===== config.mk =====
export PLATFORM = sky130hd
export DESIGN_NAME = noc_bridge_axis_serializer
export DESIGN_NICKNAME = d
export VERILOG_FILES = /design/src/rtl/noc_bridge_pkg.sv /design/src/rtl/noc_bridge_axis_serializer.sv
export SDC_FILE = /design/constraint.sdc
export NUM_CORES = 1
export LEC_CHECK = 0
export ABC_CLOCK_PERIOD_IN_PS = 5200
export CAP_MARGIN = 5
export CELL_PAD_IN_SITES_DETAIL_PLACEMENT = 1
export CELL_PAD_IN_SITES_GLOBAL_PLACEMENT = 1
export CORE_UTILIZATION = 43
export DETAILED_ROUTE_END_ITERATION = 7
export PLACE_DENSITY_LB_ADDON = 0.1
export SLEW_MARGIN = 40
export SYNTH_ARGS = -nofsm -noshare
export SYNTH_HDL_FRONTEND = slang
export SYNTH_SLANG_ARGS = --single-unit

===== constraint.sdc =====
create_clock -name clk_i -period 5.2 [get_ports clk_i]
set_input_delay 1.04 -clock clk_i [delete_from_list [all_inputs] [get_ports clk_i]]
set_output_delay 1.04 -clock clk_i [all_outputs]
set_load 0.01 [all_outputs]

===== src/rtl/noc_bridge_pkg.sv =====
// Shared NoC bridge types and constants for the AXIS width converters.
package noc_bridge_pkg;

  localparam int unsigned BridgeUserWidth   = 8;
  localparam int unsigned ChunkWidthDefault = 16;

  typedef logic [BridgeUserWidth-1:0] bridge_user_t;

  typedef enum logic {
    SER_IDLE = 1'b0,
    SER_SEND = 1'b1
  } ser_state_e;

  function automatic int unsigned num_chunks(input int unsigned payload_width,
                                             input int unsigned chunk_width);
    return (payload_width + chunk_width - 1) / chunk_width;
  endfunction

  // Never zero, so a single-chunk configuration still gets a real counter bit.
  function automatic int unsigned chunk_cnt_width(input int unsigned n);
    return (n > 1) ? $clog2(n) : 1;
  endfunction

endpackage


===== src/rtl/noc_bridge_axis_serializer.sv =====
// Splits each wide bridge beat {tuser, tdata} into ChunkWidth link chunks, LSB chunk first.
//   state    | meaning
//   SER_IDLE | no beat held, ready for a new wide beat
//   SER_SEND | beat held in payload_q, cnt_q selects the chunk on the link
module noc_bridge_axis_serializer
  import noc_bridge_pkg::*;
#(
  parameter int unsigned DataWidth    = 72,
  parameter int unsigned UserWidth    = BridgeUserWidth,
  parameter int unsigned ChunkWidth   = ChunkWidthDefault,
  parameter bit          IgnoreAssert = 1'b0
) (
  input  logic                  clk_i,
  input  logic                  rst_ni,
  input  logic [DataWidth-1:0]  s_tdata_i,
  input  logic [UserWidth-1:0]  s_tuser_i,
  input  logic                  s_tvalid_i,
  output logic                  s_tready_o,
  output logic [ChunkWidth-1:0] m_tdata_o,
  output logic                  m_tlast_o,
  output logic                  m_tvalid_o,
  input  logic                  m_tready_i
);

  localparam int unsigned PayloadWidth = DataWidth + UserWidth;
  localparam int unsigned NumChunks    = num_chunks(PayloadWidth, ChunkWidth);
  localparam int unsigned PaddedWidth  = NumChunks * ChunkWidth;
  localparam int unsigned CntWidth     = chunk_cnt_width(NumChunks);
  localparam logic [CntWidth-1:0] LastIdx = CntWidth'(NumChunks - 1);

  ser_state_e                           state_q, state_d;
  logic [CntWidth-1:0]                  cnt_q, cnt_d;
  logic [NumChunks-1:0][ChunkWidth-1:0] payload_q, payload_d;
  logic [PaddedWidth-1:0]               load_payload;
  logic                                 beat_hs;
  logic                                 chunk_hs;

  always_comb begin
    load_payload                     = '0;
    load_payload[PayloadWidth-1:0]   = {s_tuser_i, s_tdata_i};
  end

  assign beat_hs  = s_tvalid_i & s_tready_o;
  assign chunk_hs = m_tvalid_o & m_tready_i;

  always_ff @(posedge clk_i or negedge rst_ni) begin
    if (!rst_ni) begin
      state_q   <= SER_IDLE;
      cnt_q     <= '0;
      payload_q <= '0;
    end else begin
      state_q   <= state_d;
      cnt_q     <= cnt_d;
      payload_q <= payload_d;
    end
  end

  // A new beat always wins over the last-chunk retire, which gives back-to-back beats.
  always_comb begin
    state_d   = state_q;
    cnt_d     = cnt_q;
    payload_d = payload_q;
    if (beat_hs) begin
      state_d   = SER_SEND;
      cnt_d     = '0;
      payload_d = load_payload;
    end else if (chunk_hs) begin
      if (m_tlast_o) begin
        state_d = SER_IDLE;
        cnt_d   = '0;
      end else begin
        cnt_d   = cnt_q + CntWidth'(1);
      end
    end
  end

  // Wide ready is gated by rst_ni so nothing is accepted while reset is held.
  always_comb begin
    s_tready_o = 1'b0;
    m_tvalid_o = 1'b0;
    m_tlast_o  = 1'b0;
    m_tdata_o  = '0;
    unique case (state_q)
      SER_IDLE: begin
        s_tready_o = rst_ni;
      end
      SER_SEND: begin
        m_tvalid_o = 1'b1;
        m_tlast_o  = (cnt_q == LastIdx);
        m_tdata_o  = payload_q[cnt_q];
        s_tready_o = rst_ni & m_tlast_o & m_tready_i;
      end
      default: ;
    endcase
  end

  if (!IgnoreAssert) begin : g_assert
    a_chunk_width: assert property (@(posedge clk_i) ChunkWidth > 0);

    a_m_stable: assert property (@(posedge clk_i) disable iff (!rst_ni)
      (m_tvalid_o && !m_tready_i) |=>
        (m_tvalid_o && $stable(m_tdata_o) && $stable(m_tlast_o)));

    a_cnt_range: assert property (@(posedge clk_i) disable iff (!rst_ni)
      cnt_q <= LastIdx);
  end

endmodule


==> results of run 1 <==
## per-stage QoR
step | utilization | power [mW] | hold slack [ns]
3_3_place_gp | 0.558 | 2.63 | 0.467
5_1_grt | 0.579 | 3.37 | 0.506
4_1_cts | 0.579 | 3.20 | 0.494
2_1_floorplan | - | 2.15 | 0.454
6_report | 0.579 | 3.16 | 0.489
3_5_place_dp | 0.558 | 2.69 | 0.476
## cell usage after synthesis
library cell	n	area [um^2]
clkbuf_1	2	7.51
nand3_2	1	10.0
and3b_1	1	8.76
buf_1	1	3.75
ha_1	2	25.0
nor3b_2	1	12.5
buf_8	1	15.0
nand4_1	2	12.5
buf_2	7	35.0
a21oi_1	3	15.0
nor2_1	1	3.75
mux2_2	45	507
a22oi_1	15	113
and2_1	1	6.26
inv_1	3	11.3
buf_12	7	140
and4bb_2	1	12.5
a222oi_1	1	10.0
nand2_1	37	139
mux2_4	60	901
dfrtp_1	84	2100
mux2_1	7	78.8
buf_4	1	7.51
a21oi_2	1	8.76
and3_1	1	6.26
nand4b_1	1	8.76
o21ai_0	1	5.00
## sequential cells by signal, summed over array words and instances, names as in the netlist
| name | cells |
|---|---|
| payload_q | 80 |
| cnt_q | 3 |
| state_q | 1 |
## power breakdown
part / internal (mW) / leakage [nW] / switching [mW] / total [mW]
clock network: 0.265 / 0.0992 / 0.218 / 0.483
logic: 0.941 / 1.25 / 0.522 / 1.46
registers: 0.972 / 1.03 / 0.239 / 1.21
total: 2.18 / 2.38 / 0.980 / 3.16
## worst register-to-register path, cell delays in order (launching register included)
cell and delay, ns:
dfrtp_4 0.69, inv_1 0.12, ha_1 0.24, nand3_2 0.13
a21oi_4 0.61, buf_12 0.40, mux2_2 0.44
## routing by layer
metal	vias to the layer above	GRT usage	part of all wire
met1	1327	0.262	0.44
met5	-	0	0
met4	0	0.0401	0.0040
li1	1211	-	-
met2	61	0.350	0.51
met3	4	0.0534	0.044
## final cells by class
cell class | instances | area (um^2)
well taps | 129 | 161
clock buffers | 11 | 131
flip-flops and latches | 84 | 2110
multi-input cells | 182 | 1890
inverters | 3 | 11.3
clock inverters | 3 | 65.1
repair buffers | 106 | 1060
fillers | 947 | 3940
## kinds of logic (layout without fill, tap and decap cells)
kind of cell	count (synthesis)	after routing	synth area share
buffers and inverters	22	123	0.0524
multiplexers	112	112	0.353
AO/OA/AOI/OAI	21	21	0.0360
adder cells (fa/ha/maj)	2	2	0.00595
AND/OR/NAND/NOR	47	47	0.0524
flip-flops	84	84	0.500
## path summary, 6_finish.rpt
| path | to | depth (start not counted) | slack (ns) |
|---|---|---|---|
| max in group asynchronous | payload_q[17]$_DFFE_PN0N_ | 2 | 3.72 |
| hold / removal | payload_q[26]$_DFFE_PN0N_ | 1 | 0.49 |
| min in group asynchronous | state_q$_DFFE_PN0P_ | 1 | 0.58 |
| setup / recovery | m_tdata_o[13] | 5 | 1.56 |
| hold reg to reg | payload_q[26]$_DFFE_PN0N_ | 1 | 0.49 |
| setup reg to reg | payload_q[8]$_DFFE_PN0N_ | 6 | 2.44 |
==> impl_results.md, run 1 <==
- Place WS: about 1.7 ns
- WL final: 9.45 mm
- Worst-path clk slew: 0.09 ns
- Row cnt: 35
- Antenna violations before repair: 0
- Post CTS Setup Buffer Count: 0
- RD Place Congestion: 0.681
- First-pass GRT wire length: 15.7 mm
- Total CTS buffers: 9
- Tmin final: approximately 3.6 ns
- Hold_buf cts: 0
- Die area: 10,200 um^2
- Worst setup margin: about 1.6 ns
- Critical R2R Launch: cnt_q[1]$_DFFE_PN0P_
- Pins Over Slew Limit: 0
- Slew @ Worst Pin: 0.776 ns
- Pleak: 2.38 nW
- Worst min path class: reg -> reg
- Post-DR vias/cell: 5.03
- Die Width: 101 um
- Starting DRT DRC Count: 85
- Core Area: 9370 um^2
- Clock Skew: 0.0169 ns
- First-pass DRT Iterations: 4
- Leading cell type in the layout, fill and taps excluded: clkdlybuf4s50_1
- Element type at the critical path start: flop
- Post-DRT Antenna Nets: 0
- Crit. Startpoint: state_q$_DFFE_PN0P_
- Vias in the first global route: 2,915
- Max stage delay on crit path: 0.58 ns
- Largest net degree at the start of global routing: 64
- I/O Pins: a little over 100
- Critical path required time: between 4 and 5 ns
- #FFs+latches synth: 84
- Highest clock rate: 275 MHz
- Syn-to-layout area delta: 29.1%
- Post-route cell area: 5430 um^2
- CTS max path bufs: 2
- Critical path type: reg -> out
- Dpl cell area: 5230 um^2
- Syn Inst Count: 288
- Post-CTS sizing: 0
- Setup violations, final: 0
- Average size of a mapped cell: 14.6 um^2
- H-tree level count: 3
- DRC: 0
- Top delay family on crit path: buffers and inverters
- DR WL/cell: roughly 18 um
- Skew-Pair Late Insertion Delay: 0.35 ns
- Tot GR Track Use: 0.204
- Crit path DAT: 2.60 ns
- Vias: 2,603
- Final TNS setup: 0 ns
- Initial Util: 0.449
- Maxcap violations: 0
- Port-buffer cells: ~100
- # nets final: 472
- Synth unique cells: 27
- CP Cell Sequence: nor3b_2, buf_4, a22oi_1, nand2_1, clkdlybuf4s50_1
- Final worst path period share: 0.700
- Share of cells above drive strength 1: 0.326
- Most frequent cells in the layout: clkdlybuf4s50_1 (101), dfrtp_1 (83), mux2_4 (60), mux2_2 (45), nand2_1 (37)
- Worst Min Path Start: payload_q[26]$_DFFE_PN0N_
- Worst Setup End Kind: output port
- RSZ-0062 raised after global routing: no
- Final Hold Viols: 0
- Root Buffer: clkbuf_8
- TritonCTS clock tree: yes
- Slew margin rel.: 0.483
- CP max-delay cell: nor3b_2
- YS warnings: 0
- Worst IR Drop VDD: 0.319 mV
- Cell Count, Final, Fillers Out: 518
- Placed cell count: 504
- # diodes: 0
- Final HPWL DP: 6.37 mm
- Pwr dens: 582 nW/um^2
- Max FO, Critical Path: 11
- Sink Count: 84
- Synth Cell Area: about 4200 um^2
- CP bufs+invs: 2
- Post-synthesis sequential area ratio: 0.500
- Post-Syn Nets: 374
- Status: completed
- GRT overflow: 0
- Height of the chip: 101 um
Note: power is estimated with default switching activity, not from simulation.
==> run 2: changes to the inputs <==
ABC_CLOCK_PERIOD_IN_PS = 3200   (was 5200)
CORE_UTILIZATION = 36   (was 43)
clock period = 3.2 ns   (was 5.2 ns; I/O delays follow)
==> run 2 against run 1 <==
  * Core utilization decreased by 9.1 points
  * Combinational power increased by 73%
  * Global-route usage decreased by 3.6 points
  * Setup slack got worse by 1.2 ns
  * Clock power increased by 98%
  * Sequential power increased by 55%
  * Power increased by 69%
  * Non-clock buffer count increased by 6
  * Count of clock-buffer cells in the layout increased by 2
  * Cell count increased by 4.1%
  * Critical path depth decreased by 1
  * Design area increased by 2.6%
  * Critical endpoint is now m_tdata_o[14]
==> impl_results.md, run 2 (synthesized netlist as in run 1, its figures left out) <==
- Cell Count, Final, Fillers Out: 539 (was 518)
- Port-buffer cells: 102 (unchanged)
- Final HPWL DP: 6.46 mm (was 6.37 mm)
- R2R Setup Slk: 1.05 ns (was 2.44 ns)
- Max reg flops: 80 (unchanged)
- Placed cell count: 524 (was 504)
- Starting DRT DRC Count: 83 (was 85)
- Skew-Pair Late Insertion Delay: 0.33 ns (was 0.35 ns)
- Largest registers: payload_q x80, cnt_q x3, state_q x1 (unchanged)
- Element type at the critical path start: flop (unchanged)
- Setup violations, final: 0 (unchanged)
- Crit path DAT: 2.25 ns (was 2.60 ns)
- Sink Count: 84 (unchanged)
- Initial Util: 0.368 (was 0.449)
- Pwr dens: 960 nW/um^2 (was 582 nW/um^2)
- Post CTS Setup Buffer Count: 0 (unchanged)
- Final Hold Viols: 0 (unchanged)
- WL final: 9.39 mm (was 9.45 mm)
- # diodes: 0 (unchanged)
- Final worst path period share: 0.903
- Worst setup margin: 0.310 ns (was 1.56 ns)
- Vias in the first global route: 2,889 (was 2,915)
- Highest clock rate: about 350 MHz
- Leading cell type in the layout, fill and taps excluded: clkdlybuf4s50_1 (unchanged)
- Slew @ Worst Pin: 0.595 ns (was 0.776 ns)
- Row cnt: 39 (was 35)
- Maxcap violations: 0 (unchanged)
- Die Width: 110 um (was 101 um)
- Critical path required time: 2.56 ns (was 4.16 ns)
- Worst r2r dst: payload_q[3]$_DFFE_PN0N_ (was payload_q[8]$_DFFE_PN0N_)
- Vias: 2,616 (was 2,603)
- Worst IR Drop VDD: 0.434 mV (was 0.319 mV)
- Crit. Startpoint: state_q$_DFFE_PN0P_ (unchanged)
- Status: completed (unchanged)
- Critical R2R Launch: cnt_q[1]$_DFFE_PN0P_ (unchanged)
- I/O Pins: 103 (unchanged)
- Post-CTS sizing: 0 (unchanged)
- Critical path type: reg -> out (unchanged)
- Worst-path clk slew: 0.06 ns (was 0.09 ns)
- Clock Skew: 0.00513 ns (was 0.0169 ns)
- Post-DRT Antenna Nets: 0 (unchanged)
- Total CTS buffers: 9 (unchanged)
- H-tree level count: 3 (unchanged)
- Share of cells above drive strength 1: 0.338 (was 0.326)
- CTS max path bufs: 2 (unchanged)
- Top reg by flops: payload_q (unchanged)
- Final TNS setup: 0 ns (unchanged)
- Most frequent cells in the layout: clkdlybuf4s50_1 (101), dfrtp_1 (83), mux2_4 (60), mux2_2 (45), nand2_1 (37) (unchanged)
- Worst Setup End Kind: output port (unchanged)
- Critical Path End: m_tdata_o[14] (was m_tdata_o[13])
- Pins Over Slew Limit: 0 (unchanged)
- First-pass DRT Iterations: 8 (was 4)
- Syn-to-layout area delta: 32.5% (was 29.1%)
- DRC: 0 (unchanged)
- Slew margin rel.: 0.603 (was 0.483)
- RD Place Congestion: 0.723 (was 0.681)
- Post-DR vias/cell: 4.85 (was 5.03)
- Reg2Reg Depth: 7 (was 6)
- GRT overflow: 0 (unchanged)
- Core Area: 11,400 um^2 (was 9370 um^2)
- First-pass GRT wire length: 15.2 mm (was 15.7 mm)
- Die area: 12,100 um^2 (was 10,200 um^2)
- DR WL/cell: 17.4 um (was 18.2 um)
- Largest net degree at the start of global routing: 46 (was 64)
- RSZ-0062 raised after global routing: no (unchanged)
- Fillers: 1,177 (was 947)
- Height of the chip: 110 um (was 101 um)
- Max FO, Critical Path: 16 (was 11)
- Pleak: 2.45 nW (was 2.38 nW)
- Root Buffer: clkbuf_16 (was clkbuf_8)
- Worst min path class: in -> async (was reg -> reg)
- Tmin final: 2.89 ns
- Hold_buf cts: 0 (unchanged)
- Antenna violations before repair: 0 (unchanged)
- Tot GR Track Use: 0.168 (was 0.204)
- TritonCTS clock tree: yes (unchanged)
- # nets final: 478 (was 472)
- Place WS: 0.471 ns (was 1.67 ns)
## run 2: cell count changes in the layout (fill, tap and decap cells not counted)
cell       delta
clkbuf_16     +9
dfrtp_4       -1
clkbuf_8      -7
dfrtp_2       +1
bufinv_16     -2
buf_6         -1
buf_4         +6
buf_12        +1
clkinv_2      +1
## run 2: metrics by stage
step	instance area (um^2)	power (mW)	hold WS [ns]	utilization
after floorplan	4210	3.49	0.344	-
after global placement	5300	4.37	0.467	0.464
after global routing	5570	5.73	0.455	0.488
after detailed placement	5300	4.44	0.479	0.464
final	5570	5.35	0.420	0.488
after CTS	5570	5.44	0.448	0.488
## run 2: layer usage
metal  part of all wire  GRT usage  vias up
li1                   -          -     1226
met1               0.47      0.230     1320
met2               0.47      0.267       64
met3              0.047     0.0382        6
met4              0.010     0.0457        0
met5                  0          0        -
## run 2: critical path: stages (launching register included)
cell,delay (ns)
dfrtp_1,0.55
and4bb_2,0.58
a222oi_1,0.19
inv_1,0.08
clkdlybuf4s50_1,0.53
## run 2: how the worst min path moves through the flow
stage               cells past startpoint                   endpoint                 startpoint
floorplan                               0       cnt_q[0]$_DFFE_PN0P_                     rst_ni
global placement                        1  payload_q[25]$_DFFE_PN0N_  payload_q[25]$_DFFE_PN0N_
detailed placement                      1  payload_q[22]$_DFFE_PN0N_  payload_q[22]$_DFFE_PN0N_
CTS                                     2        state_q$_DFFE_PN0P_                     rst_ni
global route                            2       cnt_q[2]$_DFFE_PN0P_                     rst_ni
finish                                  2       cnt_q[2]$_DFFE_PN0P_                     rst_ni
## run 2: layout make-up
cell class,count,area [um^2],area share
tap,143,179,0.0321
clock buffer,13,260,0.0467
timing repair buffer,112,1120,0.201
sequential,84,2100,0.377
clock inverter,2,10.0,0.00180
multi-input combinational,182,1890,0.339
inverter,3,11.3,0.00202
## run 2: where the power goes
| part | total, mW | internal [mW] | leakage (nW) | switching [mW] |
|---|---|---|---|---|
| registers | 1.88 | 1.58 | 1.03 | 0.298 |
| logic | 2.52 | 1.58 | 1.28 | 0.936 |
| clock network | 0.957 | 0.562 | 0.135 | 0.395 |
| total | 5.35 | 3.72 | 2.45 | 1.63 |
